--- src/rtl/pipe_pkg.sv ---
// Shared pipeline types for the hazard/forwarding control: register index width,
// EX forward-select codes and the shadow-scoreboard slot layout.
package pipe_pkg;

    localparam int REG_ADDR_W = 5;
    localparam int NUM_REGS   = 32;

    localparam logic [1:0] FWD_REG    = 2'b00;
    localparam logic [1:0] FWD_RESULT = 2'b01;
    localparam logic [1:0] FWD_MEM    = 2'b10;

    typedef struct packed {
        logic                  valid;
        logic [REG_ADDR_W-1:0] rd;
        logic                  wr;
        logic                  load;
    } sb_slot_t;

    // True when a tracked slot will write the given (nonzero) register.
    function automatic logic slot_hit(input sb_slot_t slot, input logic [REG_ADDR_W-1:0] addr);
        return slot.valid & slot.wr & (slot.rd == addr) & (addr != {REG_ADDR_W{1'b0}});
    endfunction

endpackage

--- src/rtl/hazard_match.sv ---
// Per-source comparator: checks one ID-stage source against the EX and MEM
// scoreboard slots and reports {ex_hit, ex_load, mem_hit}.
module hazard_match
    import pipe_pkg::*;
(
    input  logic [REG_ADDR_W-1:0] src_addr,
    input  logic                  src_used,
    input  logic                  id_valid,
    input  sb_slot_t              ex_slot,
    input  sb_slot_t              mem_slot,
    output logic                  ex_hit,
    output logic                  ex_load,
    output logic                  mem_hit
);

    logic qualify_s;

    // Match logic for a single source operand.
    always_comb begin
        qualify_s = src_used & id_valid;
        ex_hit    = qualify_s & slot_hit(ex_slot, src_addr);
        ex_load   = ex_hit & ex_slot.load;
        mem_hit   = qualify_s & slot_hit(mem_slot, src_addr);
    end

endmodule

--- src/rtl/hazard_detect.sv ---
// EX forwarding-select and load-use stall control for the 4-stage pipeline.
// Optional HAZARD_STATS_EN adds stall_count / fwd_count statistics outputs.
module hazard_detect
    import pipe_pkg::*;
(
    input  logic                  clk,
    input  logic                  rst,
    input  logic                  id_valid,
    input  logic [REG_ADDR_W-1:0] id_rs1_addr,
    input  logic [REG_ADDR_W-1:0] id_rs2_addr,
    input  logic                  id_rs1_used,
    input  logic                  id_rs2_used,
    input  logic [REG_ADDR_W-1:0] id_rd_addr,
    input  logic                  id_reg_write,
    input  logic                  id_mem_read,
    input  logic                  flush,
    input  logic                  mem_wait,
`ifdef HAZARD_STATS_EN
    output logic [31:0]           stall_count,
    output logic [31:0]           fwd_count,
`endif
    output logic [1:0]            rs1_hazard,
    output logic [1:0]            rs2_hazard,
    output logic                  load_use_stall
);

    sb_slot_t   ex_slot_r;
    sb_slot_t   mem_slot_r;
    sb_slot_t   id_entry_s;
    logic       rs1_ex_hit_s, rs1_ex_load_s, rs1_mem_hit_s;
    logic       rs2_ex_hit_s, rs2_ex_load_s, rs2_mem_hit_s;
    logic       id_bubble_s;
    logic [1:0] rs1_code_s;
    logic [1:0] rs2_code_s;

    hazard_match u_match_rs1 (
        .src_addr (id_rs1_addr),
        .src_used (id_rs1_used),
        .id_valid (id_valid),
        .ex_slot  (ex_slot_r),
        .mem_slot (mem_slot_r),
        .ex_hit   (rs1_ex_hit_s),
        .ex_load  (rs1_ex_load_s),
        .mem_hit  (rs1_mem_hit_s)
    );

    hazard_match u_match_rs2 (
        .src_addr (id_rs2_addr),
        .src_used (id_rs2_used),
        .id_valid (id_valid),
        .ex_slot  (ex_slot_r),
        .mem_slot (mem_slot_r),
        .ex_hit   (rs2_ex_hit_s),
        .ex_load  (rs2_ex_load_s),
        .mem_hit  (rs2_mem_hit_s)
    );

    // Stall decision, ID entry construction and next forward-select codes.
    always_comb begin
        load_use_stall = (rs1_ex_load_s | rs2_ex_load_s) & ~mem_wait & ~flush;
        id_bubble_s    = ~id_valid | flush | load_use_stall;

        // x0 is never a real destination, so it is stored as non-writing.
        id_entry_s.valid = ~id_bubble_s;
        id_entry_s.rd    = id_rd_addr;
        id_entry_s.wr    = id_reg_write & (id_rd_addr != {REG_ADDR_W{1'b0}});
        id_entry_s.load  = id_mem_read;

        // Nearer producer wins; a load in EX is covered by the stall instead.
        if (id_bubble_s) begin
            rs1_code_s = FWD_REG;
        end else if (rs1_ex_hit_s && !rs1_ex_load_s) begin
            rs1_code_s = FWD_RESULT;
        end else if (rs1_mem_hit_s) begin
            rs1_code_s = FWD_MEM;
        end else begin
            rs1_code_s = FWD_REG;
        end

        if (id_bubble_s) begin
            rs2_code_s = FWD_REG;
        end else if (rs2_ex_hit_s && !rs2_ex_load_s) begin
            rs2_code_s = FWD_RESULT;
        end else if (rs2_mem_hit_s) begin
            rs2_code_s = FWD_MEM;
        end else begin
            rs2_code_s = FWD_REG;
        end
    end

    // Scoreboard advance and registered select codes; frozen during mem_wait.
    always_ff @(posedge clk) begin
        if (rst) begin
            ex_slot_r  <= '0;
            mem_slot_r <= '0;
            rs1_hazard <= FWD_REG;
            rs2_hazard <= FWD_REG;
        end else if (!mem_wait) begin
            mem_slot_r <= ex_slot_r;
            ex_slot_r  <= id_entry_s;
            rs1_hazard <= rs1_code_s;
            rs2_hazard <= rs2_code_s;
        end else begin
            ex_slot_r  <= ex_slot_r;
            mem_slot_r <= mem_slot_r;
            rs1_hazard <= rs1_hazard;
            rs2_hazard <= rs2_hazard;
        end
    end

`ifdef HAZARD_STATS_EN
    // Statistics: stall cycles and advance edges that register a forward.
    always_ff @(posedge clk) begin
        if (rst) begin
            stall_count <= 32'd0;
            fwd_count   <= 32'd0;
        end else if (!mem_wait) begin
            stall_count <= stall_count + {31'd0, load_use_stall};
            fwd_count   <= fwd_count + {31'd0, ((rs1_code_s != FWD_REG) || (rs2_code_s != FWD_REG))};
        end else begin
            stall_count <= stall_count;
            fwd_count   <= fwd_count;
        end
    end
`endif

endmodule

--- config.mk ---
export PLATFORM = sky130hd
export DESIGN_NAME = hazard_detect
export DESIGN_NICKNAME = d
export VERILOG_FILES = /design/src/rtl/pipe_pkg.sv /design/src/rtl/hazard_match.sv /design/src/rtl/hazard_detect.sv
export SDC_FILE = /design/constraint.sdc
export NUM_CORES = 1
export LEC_CHECK = 0
export ABC_CLOCK_PERIOD_IN_PS = 2100
export CORE_MARGIN = 1
export CORE_UTILIZATION = 46
export DETAILED_ROUTE_END_ITERATION = 10
export GPL_TIMING_DRIVEN = 1
export PLACE_DENSITY_LB_ADDON = 0.12
export SLEW_MARGIN = 20
export SYNTH_ARGS = -nofsm -noshare
export SYNTH_HDL_FRONTEND = slang
export SYNTH_HIERARCHICAL = 1
export SYNTH_SLANG_ARGS = --single-unit
--- constraint.sdc ---
create_clock -name clk -period 2.1 [get_ports clk]
set_input_delay 0.21 -clock clk [delete_from_list [all_inputs] [get_ports clk]]
set_output_delay 0.21 -clock clk [all_outputs]
set_load 0.02 [all_outputs]
==> results.py <==
metrics = {
    "clock_network": {
        "numCtsBuffers": 3,
        "clock_sinks": 19,
        "path_clk_slew_ns": 0.10,
        "cts_tree": "built",
        "htreeDepth": 1,
        "clock_latency_ns": 0.29,
        "cts_root_buffer": "clkbuf_4",
        "clock_path_buffers": 2,
    },
    "power": {
        "power_density_nw_per_um2": 490,
        "power_uw": 735,
        "p_int_uw": 545,
        "p_switching_uw": 191,
        "p_seq_frac": 0.532,
        "p_comb_frac": 0.220,
        "max-vdd-ir-drop_v": 0.000399,
        "switching_share": 0.259,
        "clockPowerShare": 0.248,
        "p_leak_uw": 0.000613,
    },
    "worst_hold_path": {
        "hold_class": "flip-flop to flip-flop",
        "holdPathStages": 1,
        "hold_path_end": "rs1_hazard[1]$_SDFFE_PP0N_",
        "min_from": "rs1_hazard[1]$_SDFFE_PP0N_",
    },
    "timing": {
        "final_max_slew_viol_count": 0,
        "hold_violations": 0,
        "setup_viol_count_final": 0,
        "fmax_ghz": 0.480,
        "finalClockSkew_ns": 0.00946,
        "fin_crit_sh": 0.993,
        "worst_pin_slew_ns": 0.311,
        "fin_crit_ns": 2.08,
        "fin_hold_ws_ns": 0.486,
        "slew_headroom": 0.791,
    },
    "worst_setup_path": {
        "cp-end-kind": "primary output",
        "ff2ff_setup_slack_ns": 0.31,
        "worst-path-buf-inv": 2,
        "crit_path_cell_trace": "clkdlybuf4s50_1 > or4_4 > o211ai_2 > nor4_2 > nor2_1 > nor3_2 > buf_4",
        "startpoint_type": "primary input",
        "cp.arrival_ns": 1.87,
        "slowest_delay_ns": 0.49,
        "crit_fanout": 3,
        "critical-path-slowest-cell": "or4_4",
        "worstReg2RegEnd": "rs2_hazard[1]$_SDFFE_PP0N_",
        "rr_startpoint": "ex_slot_r[6]$_SDFFE_PP0N_",
        "critPathKind": "primary input to primary output",
        "rr_worst_depth": 6,
        "required_ns": 1.89,
        "path_delay_family": "simple AND/OR/NAND/NOR gates",
    },
    "drt": {
        "wl_per_cell_um": 13.5,
        "via_per_inst": 5.26,
        "drt-pass1-iter-count": 4,
        "drc": 0,
        "totalWireLength_mm": 2.40,
        "via_count": 937,
        "ant_nets": 0,
        "drt-initial-drc-count": 16,
    },
    "final_layout": {
        "layout_common_cells": "20 x clkdlybuf4s50_1, 18 x xnor2_1, 17 x buf_4",
        "layout_commonest_cell": "clkdlybuf4s50_1",
        "stdcell_area_um2": 1500,
        "nNetsFinal": 176,
        "final_layout_size_suffix_gt1_frac": 0.232,
        "stdcell_count": 178,
        "antenna_cells": 0,
        "area_growth_pct": 49.8,
    },
    "global_routing": {
        "grt_max_degree": 16,
        "grt_first_pass_wirelength_mm": 3.97,
        "grt_pass1_vias": 904,
        "track_usage": 0.218,
        "grt_overflow": 0,
        "antenna_found_initial": 0,
    },
    "die": {
        "start_util": 0.501,
        "die_h_um": 48.7,
        "rows": 16,
        "num_io_pins": 29,
        "dieArea_um2": 2370,
        "coreArea_um2": 2000,
        "dieWidth_um": 48.7,
    },
    "placement": {
        "place_area_um2": 1410,
        "dp_cells": 173,
        "io_buffers": 28,
        "dp_hpwl_mm": 1.92,
        "gp_congestion": 0.906,
    },
    "logic_synthesis": {
        "yosys_warnings": 6,
        "syn_area_per_cell_um2": 9.37,
        "syn_area_um2": 1000,
        "synthCells": 107,
        "syn_nets": 131,
    },
    "run_status": {
        "status": "finished, final reports clean",
    },
    "flow_run": {
        "maxCapViolCount": 0,
    },
}
-- per-stage QoR --
step,setup TNS (ns),setup WS [ns],utilization
2_1_floorplan,0,0.467,-
3_3_place_gp,-0.356,-0.311,0.702
3_5_place_dp,-0.522,-0.367,0.702
4_1_cts,0,0.0107,0.722
5_1_grt,-0.0410,-0.0410,0.750
6_report,0,0.0151,0.750
-- repair_timing --
action                     in CTS  in global routing
hold buffers                    0                  0
setup buffers                   1                  0
setup endpoints to repair       1                  1
pin swaps                       2                  6
resized for setup               7                 18
-- area by class of cell --
type,count,area (um2)
multi-input cells,82,631
fillers,154,500
repair buffers,44,415
flip-flops and latches,19,387
well taps,27,33.8
clock buffers,3,22.5
inverters,2,7.51
clock inverters,1,5.00
-- power by group through the flow --
stage	combinational, uW	clock [uW]	sequential (uW)
floorplan	73.6	0	393
global placement	151	0	398
detailed placement	155	0	398
CTS	158	191	389
global route	175	208	393
finish	162	182	391
-- worst reg2reg max path: stages (launching register included) --
cell and delay [ns]:
dfxtp_2 0.40, xnor2_1 0.15, nand4_1 0.17, nor4_2 0.35, nor2_1 0.12, and4b_1 0.25, a32o_1 0.25
-- state kept, by name (all words and copies together) (netlist names) --
signal and count:
rs1_hazard 2, mem_slot_r 7, ex_slot_r 8, rs2_hazard 2
-- worst max path at each step --
stage,from,to,cells past startpoint
2_1_floorplan,ex_slot_r[4]$_SDFFE_PP0N_,load_use_stall,5
3_3_place_gp,id_rs1_addr[0],load_use_stall,7
3_5_place_dp,id_rs1_addr[0],load_use_stall,7
4_1_cts,id_rs1_addr[2],load_use_stall,7
5_1_grt,ex_slot_r[6]$_SDFFE_PP0N_,load_use_stall,6
6_report,id_rs2_addr[3],load_use_stall,7
-- routing by layer --
| metal | global-route usage | wire length [um] |
|---|---|---|
| met5 | 0 | 0 |
| met4 | 0.0980 | 37 |
| met3 | 0.0346 | 121 |
| met2 | 0.396 | 1240 |
| met1 | 0.248 | 1010 |
No activity file was read; power rests on OpenSTA's default activity.
